==> src/rtl/traffic_pkg.sv <==
// Shared types and light encodings for the N-phase intersection controller.
package traffic_pkg;

  typedef enum logic [2:0] {
    S_RESET,
    S_GREEN,
    S_YELLOW,
    S_ALLRED,
    S_PED_GREEN,
    S_PED_CLEAR,
    S_FLASH
  } state_t;

  // Vehicle heads are {red,yellow,green}; pedestrian heads are {red,green}.
  localparam logic [2:0] LT_RED   = 3'b100;
  localparam logic [2:0] LT_YEL   = 3'b010;
  localparam logic [2:0] LT_GRN   = 3'b001;
  localparam logic [1:0] PED_RED  = 2'b10;
  localparam logic [1:0] PED_WALK = 2'b01;
  localparam logic [1:0] PED_DARK = 2'b00;

endpackage

==> src/rtl/sec_tick_gen.sv <==
// Free-running divider that emits a one-cycle tick once every CLK_FREQ cycles.
module sec_tick_gen #(
  parameter int CLK_FREQ = 50_000_000
) (
  input  logic clk,
  input  logic reset,
  output logic tick
);

  localparam int DW = (CLK_FREQ > 1) ? $clog2(CLK_FREQ) : 1;
  localparam logic [DW-1:0] LAST = DW'(CLK_FREQ - 1);

  logic [DW-1:0] div;

  // NOTE: clocked state uses non-blocking assignments so every flop samples pre-edge values.
  always_ff @(posedge clk or posedge reset) begin
    if (reset)              div <= '0;
    else if (div == LAST)   div <= '0;
    else                    div <= div + DW'(1);
  end

  assign tick = (div == LAST);

endmodule

==> src/rtl/traffic_phase_ctrl.sv <==
// N-phase intersection controller: vehicular rotation, latched pedestrian phase,
// flashing-yellow night mode and a seconds-remaining countdown.
module traffic_phase_ctrl
  import traffic_pkg::*;
#(
  parameter int                     CLK_FREQ     = 50_000_000,
  parameter int                     N_PHASES     = 3,
  parameter int                     TW           = 8,
  parameter logic [N_PHASES*TW-1:0] T_GREEN_VEC  = {8'd10, 8'd10, 8'd18},
  parameter logic [N_PHASES*TW-1:0] T_YELLOW_VEC = {8'd3, 8'd3, 8'd4},
  parameter int                     T_ALLRED     = 1,
  parameter int                     T_PED_GREEN  = 5,
  parameter int                     T_PED_CLEAR  = 2,
  parameter int                     T_RESET      = 3
) (
  input  logic                        clk,
  input  logic                        reset,
  input  logic                        ped_req,
  input  logic                        flash_mode,
  output logic [3*N_PHASES-1:0]       veh_lights,
  output logic [1:0]                  ped_lights,
  output logic                        ped_wait,
  output logic [$clog2(N_PHASES)-1:0] phase_idx,
  output logic [TW-1:0]               sec_left,
  output logic                        tick
);

  localparam int PW = $clog2(N_PHASES);
  localparam logic [PW-1:0] LAST_PHASE = PW'(N_PHASES - 1);

  localparam logic [TW-1:0] ALLRED_LOAD    = TW'(T_ALLRED - 1);
  localparam logic [TW-1:0] PED_GREEN_LOAD = TW'(T_PED_GREEN - 1);
  localparam logic [TW-1:0] PED_CLEAR_LOAD = TW'(T_PED_CLEAR - 1);
  localparam logic [TW-1:0] RESET_LOAD     = TW'(T_RESET - 1);

  if (N_PHASES < 2 || N_PHASES > 8) begin : g_bad_phases
    $fatal(1, "traffic_phase_ctrl: N_PHASES must be 2..8");
  end
  if (T_ALLRED < 1 || T_ALLRED > 2**TW || T_PED_GREEN < 1 || T_PED_GREEN > 2**TW ||
      T_PED_CLEAR < 1 || T_PED_CLEAR > 2**TW || T_RESET < 1 || T_RESET > 2**TW) begin : g_bad_time
    $fatal(1, "traffic_phase_ctrl: scalar time out of range");
  end
  for (genvar i = 0; i < N_PHASES; i++) begin : g_chk_vec
    if (T_GREEN_VEC[i*TW +: TW] == '0 || T_YELLOW_VEC[i*TW +: TW] == '0) begin : g_bad_vec
      $fatal(1, "traffic_phase_ctrl: zero green/yellow time");
    end
  end

  // Per-phase time minus one, selected with constant slices only.
  function automatic logic [TW-1:0] vec_load(input logic [N_PHASES*TW-1:0] vec,
                                             input logic [PW-1:0] p);
    vec_load = '0;
    for (int i = 0; i < N_PHASES; i++)
      if (p == PW'(i)) vec_load = vec[i*TW +: TW] - TW'(1);
  endfunction

  state_t        state, state_nx;
  logic [PW-1:0] phase_nx;
  logic [TW-1:0] timer_nx;
  logic          toggle;
  logic [1:0]    ped_s, flash_s;
  logic          ped_prev, ped_edge, ped_set, ped_clr, flash_sync;

  sec_tick_gen #(.CLK_FREQ(CLK_FREQ)) u_tick (
    .clk  (clk),
    .reset(reset),
    .tick (tick)
  );

  assign flash_sync = flash_s[1];
  assign ped_edge   = ped_s[1] & ~ped_prev;

  // NOTE: every always_comb output gets a default first, so no path can infer a latch.
  always_comb begin
    state_nx = state;
    phase_nx = phase_idx;
    timer_nx = sec_left;
    if (tick) begin
      if (state == S_FLASH) begin
        timer_nx = '0;
        if (!flash_sync) begin
          state_nx = S_ALLRED;
          phase_nx = LAST_PHASE;
          timer_nx = ALLRED_LOAD;
        end
      end else if (sec_left != '0) begin
        timer_nx = sec_left - TW'(1);
      end else begin
        case (state)
          S_RESET: begin
            state_nx = S_GREEN;
            phase_nx = '0;
            timer_nx = vec_load(T_GREEN_VEC, '0);
          end
          S_GREEN: begin
            state_nx = S_YELLOW;
            timer_nx = vec_load(T_YELLOW_VEC, phase_idx);
          end
          S_YELLOW: begin
            state_nx = S_ALLRED;
            timer_nx = ALLRED_LOAD;
          end
          S_ALLRED: begin
            if (flash_sync) begin
              state_nx = S_FLASH;
              timer_nx = '0;
            end else if (phase_idx != LAST_PHASE) begin
              state_nx = S_GREEN;
              phase_nx = phase_idx + PW'(1);
              timer_nx = vec_load(T_GREEN_VEC, phase_idx + PW'(1));
            end else if (ped_wait) begin
              state_nx = S_PED_GREEN;
              timer_nx = PED_GREEN_LOAD;
            end else begin
              state_nx = S_GREEN;
              phase_nx = '0;
              timer_nx = vec_load(T_GREEN_VEC, '0);
            end
          end
          S_PED_GREEN: begin
            state_nx = S_PED_CLEAR;
            timer_nx = PED_CLEAR_LOAD;
          end
          S_PED_CLEAR: begin
            if (flash_sync) begin
              state_nx = S_FLASH;
              timer_nx = '0;
            end else begin
              state_nx = S_GREEN;
              phase_nx = '0;
              timer_nx = vec_load(T_GREEN_VEC, '0);
            end
          end
          default: ;
        endcase
      end
    end
  end

  // Clearing on entry to the walk or flash phase wins over a same-cycle button edge.
  assign ped_set = ped_edge && !(state inside {S_RESET, S_PED_GREEN, S_FLASH});
  assign ped_clr = (state_nx == S_PED_GREEN && state != S_PED_GREEN) ||
                   (state_nx == S_FLASH && state != S_FLASH);

  always_ff @(posedge clk or posedge reset) begin
    if (reset) begin
      state     <= S_RESET;
      phase_idx <= '0;
      sec_left  <= RESET_LOAD;
      ped_wait  <= 1'b0;
      toggle    <= 1'b0;
      ped_s     <= '0;
      ped_prev  <= 1'b0;
      flash_s   <= '0;
    end else begin
      state     <= state_nx;
      phase_idx <= phase_nx;
      sec_left  <= timer_nx;
      ped_s     <= {ped_s[0], ped_req};
      ped_prev  <= ped_s[1];
      flash_s   <= {flash_s[0], flash_mode};
      if (tick) toggle <= ~toggle;
      if (ped_clr)      ped_wait <= 1'b0;
      else if (ped_set) ped_wait <= 1'b1;
    end
  end

  always_comb begin
    veh_lights = {N_PHASES{LT_RED}};
    ped_lights = PED_RED;
    case (state)
      S_GREEN: begin
        for (int p = 0; p < N_PHASES; p++)
          if (phase_idx == PW'(p)) veh_lights[3*p +: 3] = LT_GRN;
      end
      S_YELLOW: begin
        for (int p = 0; p < N_PHASES; p++)
          if (phase_idx == PW'(p)) veh_lights[3*p +: 3] = LT_YEL;
      end
      S_PED_GREEN: ped_lights = PED_WALK;
      S_FLASH: begin
        for (int p = 0; p < N_PHASES; p++) veh_lights[3*p +: 3] = {1'b0, toggle, 1'b0};
        ped_lights = PED_DARK;
      end
      default: ;
    endcase
  end

endmodule

==> config.mk <==
export PLATFORM = sky130hd
export DESIGN_NAME = traffic_phase_ctrl
export DESIGN_NICKNAME = d
export VERILOG_FILES = /design/src/rtl/traffic_pkg.sv /design/src/rtl/sec_tick_gen.sv /design/src/rtl/traffic_phase_ctrl.sv
export SDC_FILE = /design/constraint.sdc
export NUM_CORES = 1
export LEC_CHECK = 0
export CAP_MARGIN = 0
export CORE_MARGIN = 2
export CORE_UTILIZATION = 54
export DETAILED_ROUTE_END_ITERATION = 8
export GPL_TIMING_DRIVEN = 1
export MAX_ROUTING_LAYER = met4
export PLACE_DENSITY_LB_ADDON = 0.12
export SYNTH_ARGS = -nofsm -noshare
export SYNTH_HDL_FRONTEND = slang
export SYNTH_SLANG_ARGS = --single-unit
==> constraint.sdc <==
create_clock -name clk -period 3.6 [get_ports clk]
set_input_delay 0.72 -clock clk [delete_from_list [all_inputs] [get_ports clk]]
set_output_delay 0.72 -clock clk [all_outputs]
set_load 0.1 [all_outputs]
# Word-level counts from Yosys, hierarchy flattened
# Cells that the tools add are included.
[totals] reg_bits=46 in_bits=4 elab_cells=92
[op_classes] add_sub_neg=3 eq_ne=21 n_mux=41 n_bitwise=3 n_reduce_logical=15
[op_table] op="8-bit 2-to-1 mux" count=8
[op_table] op="8-bit one-hot mux with 6 select lines" count=1
[op_table] op="3-bit 2-to-1 mux" count=14
[op_table] op="9-bit one-hot mux with 3 select lines" count=1
[op_table] op="26-bit by 1-bit adder with 26-bit output (second input constant)" count=1
[op_table] op="26-bit equality test (second input constant)" count=1
[op_table] op="26-bit 2-to-1 mux" count=1
[op_table] op="3-bit one-hot mux with 6 select lines" count=1
[op_table] op="2-bit 2-to-1 mux" count=8
[op_table] op="8-bit nonzero test" count=2
[op_table] op="3-bit equality test (second input constant)" count=5
[op_table] op="5-bit 2-to-1 mux" count=3
[op_table] op="3-bit != test (second input constant)" count=4
[op_table] op="8-bit by 1-bit subtractor with 8-bit output (second input constant)" count=1
[op_table] op="7-bit AND reduction" count=1
[op_table] op="3-bit by 2-bit equality test with 1-bit output (second input constant)" count=2
[op_table] op="2-bit != test (second input constant)" count=3
[op_table] op="2-bit one-hot mux with 3 select lines" count=1
[op_table] op="2-bit by 1-bit equality test with 1-bit output (second input constant)" count=2
[op_table] op="2-bit equality test (second input constant)" count=2
[op_table] op="2-bit zero test" count=2
[op_table] op="4-bit != test (second input constant)" count=1
[op_table] op="2-bit one-hot mux with 2 select lines" count=1
[op_table] op="4-bit nonzero test" count=1
[op_table] op="other kinds (12)" count=16

# Depth between registers and ports, before layout
# Gate-level depths: netlist of the first run.
[depth] depth_word=11 depth_mapped=8 depth_no_buf=7

# Modules after synthesis
# A second synthesis of the first run with hierarchy kept.
[hier_totals] cells_unflattened=299 hier_area_um2=2742.6
[by_module_without_submodules] module="traffic_phase_ctrl" instances=1 cells_per_inst=172 area_each_um2=1443.9 seq_area_each_um2=501.7
[by_module_without_submodules] module="sec_tick_gen" instances=1 cells_per_inst=127 area_each_um2=1298.7 seq_area_each_um2=650.6

# Least setup slack after synthesis of the first run
# Ideal clock, no wire load.
[synth_path] path_kind="reg2out" from="register phase_idx[0]" to="output veh_lights[8]" t_arrival_ps=3482 required_time_ps=2880 setup_slack_ps=-602 stages_incl_launch_ff=5 path_buffers=0 path_cell_list="dfrtp_1 -> inv_1 -> ha_1 -> and2_1 -> nor2_1"
[synth_via] elab_chain_len=3 word_cells_on_any_way=4 classes_between="eq/ne: 1; mux: 3"
[synth_lines] item="start: declaration" line="traffic_phase_ctrl.sv:23" source="output logic [$clog2(N_PHASES)-1:0] phase_idx,"
[synth_lines] item="start signal: assignment" line="traffic_phase_ctrl.sv:157" source="phase_idx <= phase_nx;"
[synth_lines] item="2-bit equality test (*)" line="traffic_phase_ctrl.sv:174, traffic_phase_ctrl.sv:178"
[synth_lines] item="3-bit 2-to-1 mux, on equally long branches" line="traffic_phase_ctrl.sv:178, traffic_phase_ctrl.sv:174"
[synth_lines] item="9-bit one-hot mux with 3 select lines (*)" line="traffic_phase_ctrl.sv:171" source="case (state)"
[synth_lines] item="end: declaration" line="traffic_phase_ctrl.sv:20" source="output logic [3*N_PHASES-1:0] veh_lights,"
# Mark *: on every way between the ends. The rest lies on a longest branch, timed or not.

# Worst setup path in the final report of the first run
[layout_path] from="register u_tick.div[7]" to="output tick"
[layout_via] elab_chain_len=1
[layout_lines] item="start: declaration" line="sec_tick_gen.sv:13" source="logic [DW-1:0] div;"
[layout_lines] item="start signal: assignment" line="sec_tick_gen.sv:19" source="else div <= div + DW'(1);"
[layout_lines] item="26-bit equality test" line="sec_tick_gen.sv:22" source="assign tick = (div == LAST);"
[layout_lines] item="end: declaration" line="traffic_phase_ctrl.sv:25" source="output logic tick"
# No other way between the ends.

==> flow_metrics.env, run 1 <==
export IMPL_slew_viol_final=0
export IMPL_grt_usage_pct=22.4
export IMPL_worst_clock_skew_ns=0.00755
export IMPL_antenna_found_initial=0
export IMPL_ys_ff_latch=46
export IMPL_drt_iter0_markers=189
export IMPL_cpLargestDelayFamily="simple AND/OR/NAND/NOR gates"
export IMPL_routed_via_density=5.67
export IMPL_yosysTopAreaCellShare_pct=41.4
export IMPL_crit_slowest_cell="or2_1"
export IMPL_final_cells=387
export IMPL_wire_per_inst_um=14.3
export IMPL_critical_path_max_fanout=8
export IMPL_dpl_hpwl_mm=3.96
export IMPL_synth_xor_area_share_pct=9.34
export IMPL_cts_buffers_inserted=5
export IMPL_dpl_cell_count=379
export IMPL_rows=25
export IMPL_syn_area_per_cell_sq_um=9.16
export IMPL_power_density_nw_per_um2=293
export IMPL_timing_rr_end="ped_wait"
export IMPL_cp_data_required_time_ns=2.88
export IMPL_worstHoldStart="ped_s[0]"
export IMPL_drc_errors=0
export IMPL_synth_area_sq_um=2720
export IMPL_synth_warnings=0
export IMPL_cts_hold_buf=0
export IMPL_path_cells="nor4b_1 -> nand4_1 -> or2_1 -> clkinv_1 -> buf_12"
export IMPL_antenna_left=0
export IMPL_r2r_slack_ns=1.10
export IMPL_r2r_start="u_tick.div[0]"
export IMPL_period_share_pct=79.4
export IMPL_endpoint_kind="output pin"
export IMPL_final_nets=333
export IMPL_synth_edf_count=0
export IMPL_cp_startpoint="u_tick.div[7]"
export IMPL_clkTransAtPathRegs_ns=0.09
export IMPL_synth_top_area_cell="dfrtp_1"
export IMPL_synthDistinctLibCells=54
export IMPL_criticalPathCategory="flip-flop to output pin"
export IMPL_tns_ns=0
export IMPL_synth_fp_nets=311
export IMPL_grt_max_degree=47
export IMPL_dr_pass1_iters=4
export IMPL_max_slew_margin_rel_pct=35.0
export IMPL_status="finished, final reports clean"
export IMPL_overflow=0
export IMPL_arrival_ns=2.14
export IMPL_num_io_pins=27
export IMPL_die_x_um=75.0
export IMPL_globalplace_congestion=0.816
export IMPL_die_area_sq_um=5620
export IMPL_p_leak_nw=1.39
export IMPL_rsz0062_at_grt="false"
export IMPL_irDropWorstVdd_uv=291
export IMPL_whs_ns=0.353
export IMPL_postSynthCellCount=297
export IMPL_dp_slack_ns=1.09
export IMPL_fmax_mhz=350
export IMPL_cts_root_buf="clkbuf_8"
export IMPL_cts_setup_buffers=0
export IMPL_fin_ws_ns=0.741
export IMPL_synth_yosys_seq_area_share_pct=42.4
export IMPL_setup_viol_count_final=0
export IMPL_cts_tree="done"
export IMPL_slowest_delay_ns=0.45
export IMPL_synthSimpleGateAreaFrac_pct=29.0
export IMPL_synth_fa_ha_area_share_pct=4.60
export IMPL_cp_start_kind="flip-flop"
export IMPL_cts_sinks=46
export IMPL_synth_top_family_by_area="simple AND/OR/NAND/NOR gates"
export IMPL_hp_class="flip-flop to flip-flop"
export IMPL_cts_htree_levels=2
export IMPL_n_fill_cell=398
export IMPL_clk_insertion_delay_late_ns=0.30
export IMPL_routed_wl_mm=5.54
export IMPL_grt_first_pass_wirelength_mm=9.38
export IMPL_synthMuxAreaShare_pct=0.782
export IMPL_synth_compound_area_share_pct=10.3
export IMPL_grt_pass1_vias=2002
export IMPL_area_growth_pct=15.3
export IMPL_die_y_um=75.0
export IMPL_start_util_pct=56.8
export IMPL_hold_depth=0
export IMPL_synth_main_ff_cell="dfrtp_1"
export IMPL_reg2regPathDepth=8
export IMPL_synth_async_reset_ratio_pct=100
export IMPL_clk_path_buf_depth=2
export IMPL_cp_num_buf_inv=2
export IMPL_portBuffers=26
export IMPL_antenna_cells=0
export IMPL_drive_above_1_share_pct=12.2
export IMPL_post_cts_resized=0
export IMPL_dr_total_vias=2196
export IMPL_synthTopCellsByArea="dfrtp_1 41%, nor2_1 5.5%, xor2_1 5.5%"
export IMPL_tightest_slew_ns=0.972
export IMPL_hold_end="ped_s[1]"
export IMPL_period_needed_ns=2.86
export IMPL_hold_viol=0
export IMPL_maxCapViolations=0
export IMPL_core_sq_um=4790
## stage by stage
step | total power [W] | utilization [%] | instance area, sq um
global route | 0.000954 | 65.5 | 3140
finish | 0.000919 | 65.5 | 3140
detailed placement | 0.000547 | 63.2 | 3030
global placement | 0.000546 | 63.2 | 3030
CTS | 0.000930 | 65.5 | 3140
floorplan | 0.000540 | - | 2750
## cell usage after synthesis (9+ instances only)
library cell,number
o21ai_0,9
nand2b_1,9
nor2_1,40
dfrtp_1,45
xnor2_1,12
ha_1,10
xor2_1,17
clkbuf_1,9
nand3_1,15
inv_1,9
nand2_1,23
and3_1,9
## registers in the layout, indices dropped and copies added, names as in the netlist
signal      count
flash_s         2
ped_prev        1
ped_s           2
ped_wait        1
phase_idx       2
sec_left        8
state           3
toggle          1
u_tick.div     26
## worst max path at each step
stage                          endpoint  slack, ns  cells past startpoint
final                              tick       0.74                      5
after global routing               tick       0.60                      5
after CTS                          tick       0.74                      6
after detailed placement           tick       1.09                      5
after global placement             tick       1.15                      5
after floorplan           veh_lights[4]       0.03                      3
## area by class of cell
cell class / instances / area, sq um / share of cell area, %
Inverter: 10 / 37.5 / 1.20
Clock buffer: 6 / 72.6 / 2.31
Clock inverter: 2 / 37.5 / 1.20
Tap cell: 67 / 83.8 / 2.67
Sequential cell: 46 / 1150 / 36.8
Multi-Input combinational cell: 228 / 1500 / 47.7
Timing Repair Buffer: 28 / 255 / 8.14
## kinds of logic (layout without fill, tap and decap cells)
| group | after synthesis | in the layout |
|---|---|---|
| and+or+nand+nor | 146 | 146 |
| DFF | 46 | 46 |
| AOI/OAI and AO/OA | 41 | 41 |
| xor gates and xnor gates | 29 | 29 |
| buffers and inverters | 23 | 46 |
| adders and majority gates | 10 | 10 |
| muxes | 2 | 2 |
## metal layers
| layer | global-route usage (%) | wire length, um |
|---|---|---|
| met3 | 2.81 | 235 |
| met5 | - | 0 |
| met2 | 32.2 | 2440 |
| met4 | 7.54 | 74 |
| met1 | 32.7 | 2790 |
## cells in the final DEF (no fill, tap or decap), types with 2 or more instances in the layout
cell and n:
and4_1 6, o31ai_1 3, nor4_1 2, a31oi_1 6
nand2_1 23, nor2_4 3, clkdlybuf4s50_1 13, buf_4 14
nor4b_1 2, nor3b_1 2, a21oi_1 7, xor2_1 17
nor2b_1 6, or2_1 2, dfrtp_1 45, nor2_1 37
o21ai_0 9, nor3_1 7, and3_1 9, xnor2_1 12
ha_1 10, nand4_1 6, inv_1 8, clkbuf_8 5
and2_1 8, nand3_1 15, nand2b_1 9
## power breakdown
part           internal [W]  leakage (nW)  switching (W)
logic            0.00000355         0.726      0.0000106
registers          0.000519         0.613     0.00000215
clock network      0.000207        0.0514       0.000176
Note: power is estimated with default switching activity, not from simulation.
==> run 2: changes to the inputs <==
==> constraint.sdc (replaced) <==
create_clock -name clk -period 2.9 [get_ports clk]
set_input_delay 0.58 -clock clk [delete_from_list [all_inputs] [get_ports clk]]
set_output_delay 0.58 -clock clk [all_outputs]
set_load 0.1 [all_outputs]
==> flow_metrics.env, run 2 (same netlist as run 1, synthesis figures left out) <==
export IMPL_antenna_left=0
export IMPL_top_regs="u_tick.div: 26 flops, sec_left: 8 flops, state: 3 flops"
export IMPL_maxCapViolations=0
export IMPL_critical_path_max_fanout=8
export IMPL_final_nets=337
export IMPL_grt_usage_pct=22.9
export IMPL_drt_iter0_markers=83
export IMPL_cts_root_buf="clkbuf_8"
export IMPL_wire_per_inst_um=14.9
export IMPL_dpl_cell_area_sq_um=3120
export IMPL_largest_register="u_tick.div"
export IMPL_antenna_found_initial=0
export IMPL_portBuffers=26
export IMPL_mostFrequentLayoutCell="dfrtp_1"
export IMPL_r2r_start="u_tick.div[0]"
export IMPL_reg2regPathDepth=8
export IMPL_worst_clock_skew_ns=0.0129
export IMPL_multi_input_area_sq_um=1510
export IMPL_area_growth_pct=18.8
export IMPL_final_cell_area_sq_um=3230
export IMPL_r2r_slack_ns=0.42
export IMPL_dr_pass1_iters=4
export IMPL_largest_reg_flops=26
export IMPL_rows=25
export IMPL_die_area_sq_um=5620
export IMPL_hp_class="flip-flop to flip-flop"
export IMPL_cp_data_required_time_ns=2.32
export IMPL_power_frac_clock_pct=42.1
export IMPL_grt_pass1_vias=2002
export IMPL_combPwrFrac_pct=1.7
export IMPL_seq_area_sq_um=1150
export IMPL_final_cell_mix="43 x dfrtp_1, 36 x nor2_1, 23 x nand2_1"
export IMPL_rsz0062_at_grt="false"
export IMPL_tns_ns=0
export IMPL_clk_insertion_delay_late_ns=0.30
export IMPL_antenna_cells=0
export IMPL_globalplace_congestion=0.899
export IMPL_max_slew_margin_rel_pct=61.3
export IMPL_intPower_w=0.000909
export IMPL_tightest_slew_ns=0.581
export IMPL_clk_path_buf_depth=2
export IMPL_hold_end="flash_s[1]"
export IMPL_p_leak_nw=1.46
export IMPL_dr_total_vias=2195
export IMPL_drc_errors=0
export IMPL_dpl_hpwl_mm=4.27
export IMPL_timing_rr_end="ped_wait"
export IMPL_cts_hold_buf=0
export IMPL_worstHoldStart="flash_s[0]"
export IMPL_overflow=0
export IMPL_slew_viol_final=0
export IMPL_die_x_um=75.0
export IMPL_cts_tree="done"
export IMPL_routed_wl_mm=5.81
export IMPL_num_io_pins=27
export IMPL_status="finished, final reports clean"
export IMPL_cts_sinks=46
export IMPL_start_util_pct=56.8
export IMPL_cts_setup_buffers=0
export IMPL_p_switching_w=0.000243
export IMPL_period_needed_ns=2.75
export IMPL_cts_buffers_inserted=5
export IMPL_setup_viol_count_final=0
export IMPL_n_fill_cell=392
export IMPL_drive_above_1_share_pct=18.2
export IMPL_fmax_mhz=364
export IMPL_seqPwrFrac_pct=56.1
export IMPL_post_cts_resized=0
export IMPL_cp_start_kind="flip-flop"
export IMPL_die_y_um=75.0
export IMPL_grt_first_pass_wirelength_mm=9.53
export IMPL_criticalPathCategory="flip-flop to output pin"
export IMPL_grt_max_degree=25
export IMPL_power_density_nw_per_um2=357
export IMPL_cts_htree_levels=2
export IMPL_endpoint_kind="output pin"
export IMPL_irDropWorstVdd_uv=267
export IMPL_period_share_pct=94.9
export IMPL_arrival_ns=2.17
export IMPL_clkTransAtPathRegs_ns=0.08
export IMPL_core_sq_um=4790
export IMPL_hold_viol=0
export IMPL_swShare_pct=21.1
export IMPL_whs_ns=0.356
export IMPL_hold_depth=0
export IMPL_routed_via_density=5.61
run 2: cell count changes in the layout (fill, tap and decap cells not counted), sizes merged:
cell and change:
buf +14, clkinv +1, clkdlybuf4s50 -10, clkbuf -1, clkinvlp -1, inv +1
run 2: how the worst max path moves through the flow:
stage	from	end	slack (ns)	cells after the start
finish	u_tick.div[18]	tick	0.15	5
global route	u_tick.div[8]	tick	0.003	5
CTS	u_tick.div[0]	tick	0.14	6
detailed placement	u_tick.div[0]	ped_wait	0.43	8
global placement	u_tick.div[0]	ped_wait	0.55	8
floorplan	phase_idx[0]	veh_lights[8]	-0.05	4
run 2: layout make-up:
class / count / share of cell area, %
Tap cell: 67 / 2.59
Timing Repair Buffer: 32 / 10.4
Sequential cell: 46 / 35.7
Clock inverter: 3 / 1.36
Inverter: 10 / 1.16
Multi-Input combinational cell: 228 / 46.6
Clock buffer: 5 / 2.13
run 2: metal layers:
layer	GRT usage, %	wire, um
met1	34.0	2890
met4	5.16	29
met2	32.8	2640
met5	-	0
met3	4.15	243
run 2: power groups by stage:
stage | clock network, W | logic, W | registers, W
detailed placement | 0 | 0.0000212 | 0.000660
CTS | 0.000493 | 0.0000212 | 0.000647
global route | 0.000518 | 0.0000240 | 0.000648
global placement | 0 | 0.0000210 | 0.000660
finish | 0.000486 | 0.0000199 | 0.000647
floorplan | 0 | 0.0000126 | 0.000658
run 2: critical path, cell delays in order (launching register included):
cell      delay, ns
dfrtp_1        0.41
nor4bb_1       0.35
nand4_1        0.31
or2_1          0.44
clkinv_1       0.16
buf_12         0.19
run 2: stage by stage:
| stage | utilization, % | worst slack (ns) | std cells | power [W] |
|---|---|---|---|---|
| 5_1_grt | 67.5 | 0.00279 | 391 | 0.00119 |
| 3_3_place_gp | 65.2 | 0.548 | 383 | 0.000681 |
| 6_report | 67.5 | 0.149 | 391 | 0.00115 |
| 3_5_place_dp | 65.2 | 0.427 | 383 | 0.000681 |
| 4_1_cts | 67.5 | 0.143 | 391 | 0.00116 |
| 2_1_floorplan | - | -0.0529 | 297 | 0.000670 |
==> run 3: changes to the inputs <==
--- a/config.mk
+++ b/config.mk
@@ -11,7 +11,7 @@
 export DETAILED_ROUTE_END_ITERATION = 8
 export GPL_TIMING_DRIVEN = 1
 export MAX_ROUTING_LAYER = met4
-export PLACE_DENSITY_LB_ADDON = 0.12
+export PLACE_DENSITY = 0.88
 export SYNTH_ARGS = -nofsm -noshare
 export SYNTH_HDL_FRONTEND = slang
 export SYNTH_SLANG_ARGS = --single-unit
==> flow_metrics.env, run 3 (same netlist as run 1, synthesis figures left out) <==
export IMPL_seq_area_sq_um=1150
export IMPL_arrival_ns=2.21
export IMPL_p_leak_nw=1.45
export IMPL_final_cell_mix="43 x dfrtp_1, 36 x nor2_1, 23 x nand2_1"
export IMPL_final_util_pct=67.2
export IMPL_fmax_mhz=359
export IMPL_clk_path_buf_depth=2
export IMPL_routed_wl_mm=6.22
export IMPL_grt_max_degree=24
export IMPL_hold_end="flash_s[1]"
export IMPL_mostFrequentLayoutCell="dfrtp_1"
export IMPL_dpl_cell_area_sq_um=3100
export IMPL_routed_via_density=5.80
export IMPL_r2r_slack_ns=0.57
export IMPL_largest_reg_flops=26
export IMPL_antenna_left=0
export IMPL_maxCapViolations=0
export IMPL_setup_viol_count_final=0
export IMPL_max_slew_margin_rel_pct=54.6
export IMPL_cts_buffers_inserted=5
export IMPL_globalplace_congestion=0.907
export IMPL_cp_data_required_time_ns=2.32
export IMPL_die_area_sq_um=5620
export IMPL_worstHoldStart="flash_s[0]"
export IMPL_worst_clock_skew_ns=0.00421
export IMPL_final_nets=335
export IMPL_top_regs="u_tick.div: 26 flops, sec_left: 8 flops, state: 3 flops"
export IMPL_dr_pass1_iters=4
export IMPL_dpl_hpwl_mm=4.42
export IMPL_cts_hold_buf=0
export IMPL_area_growth_pct=18.2
export IMPL_n_fill_cell=357
export IMPL_cts_htree_levels=2
export IMPL_hp_class="flip-flop to flip-flop"
export IMPL_reg2regPathDepth=7
export IMPL_die_y_um=75.0
export IMPL_num_io_pins=27
export IMPL_rsz0062_at_grt="false"
export IMPL_irDropWorstVdd_uv=241
export IMPL_drc_errors=0
export IMPL_drive_above_1_share_pct=17.7
export IMPL_die_x_um=75.0
export IMPL_status="finished, final reports clean"
export IMPL_antenna_found_initial=0
export IMPL_hold_viol=0
export IMPL_period_needed_ns=2.79
export IMPL_grt_pass1_vias=2177
export IMPL_dr_total_vias=2257
export IMPL_rows=25
export IMPL_largest_register="u_tick.div"
export IMPL_criticalPathCategory="flip-flop to output pin"
export IMPL_cp_start_kind="flip-flop"
export IMPL_power_density_nw_per_um2=360
export IMPL_drt_iter0_markers=204
export IMPL_final_cell_area_sq_um=3220
export IMPL_endpoint_kind="output pin"
export IMPL_cts_setup_buffers=0
export IMPL_cts_tree="done"
export IMPL_slew_viol_final=0
export IMPL_antenna_cells=0
export IMPL_core_sq_um=4790
export IMPL_hold_depth=0
export IMPL_clkTransAtPathRegs_ns=0.09
export IMPL_r2r_start="u_tick.div[0]"
export IMPL_grt_first_pass_wirelength_mm=10.3
export IMPL_timing_rr_end="ped_wait"
export IMPL_period_share_pct=96.0
export IMPL_grt_usage_pct=24.8
export IMPL_clk_insertion_delay_late_ns=0.31
export IMPL_cts_sinks=46
export IMPL_portBuffers=26
export IMPL_critical_path_max_fanout=8
export IMPL_tightest_slew_ns=0.681
export IMPL_multi_input_area_sq_um=1510
export IMPL_start_util_pct=56.8
export IMPL_overflow=0
export IMPL_wire_per_inst_um=16.0
export IMPL_cts_root_buf="clkbuf_8"
export IMPL_post_cts_resized=0
[run 3: cell types whose count changed in the layout (fill, tap and decap cells not counted)]
cell   previous run  this run
buf_4            22        20
[run 3: per-stage QoR]
stage	instances	TNS (ns)	hold slack, ns	power, W	setup slack, ns
CTS	389	0	0.355	0.00116	0.127
global route	389	0	0.368	0.00120	0.0163
finish	389	0	0.353	0.00116	0.115
detailed placement	381	0	0.335	0.000681	0.462
floorplan	297	-0.0529	0.331	0.000670	-0.0529
global placement	381	0	0.331	0.000680	0.565
[run 3: worst max-delay path by stage]
| stage | from | endpoint | slack, ns | cells past startpoint |
|---|---|---|---|---|
| 2_1_floorplan | phase_idx[0] | veh_lights[8] | -0.05 | 4 |
| 3_3_place_gp | u_tick.div[18] | tick | 0.57 | 5 |
| 3_5_place_dp | u_tick.div[8] | tick | 0.46 | 5 |
| 4_1_cts | u_tick.div[8] | tick | 0.13 | 5 |
| 5_1_grt | u_tick.div[0] | tick | 0.02 | 6 |
| 6_report | u_tick.div[7] | tick | 0.11 | 5 |
[run 3: final cells by class]
| cell class | instances | share of cell area, % |
|---|---|---|
| sequential | 46 | 35.9 |
| tap | 67 | 2.61 |
| timing repair buffer | 30 | 9.96 |
| multi-input combinational | 228 | 46.8 |
| inverter | 10 | 1.17 |
| clock buffer | 5 | 2.14 |
| clock inverter | 3 | 1.36 |
[run 3: layer usage]
metal / up-vias / global-route usage, % / part of all wire (%)
met4: 0 / 9.13 / 1.6
li1: 1074 / - / -
met5: - / - / 0
met1: 1096 / 34.8 / 46
met2: 76 / 34.9 / 46
met3: 11 / 6.02 / 5.9
[run 3: critical path, cell delays in order, from the launching register on]
cell and delay (ns):
dfrtp_1 0.45, nor4b_1 0.33, nand4_1 0.31, or2_1 0.43, clkinv_1 0.18, buf_12 0.19
[run 3: where the power goes]
| group | switching [W] | leakage, nW | internal, W |
|---|---|---|---|
| clock network | 0.000233 | 0.0585 | 0.000258 |
| logic | 0.0000138 | 0.783 | 0.00000620 |
| registers | 0.00000293 | 0.610 | 0.000644 |
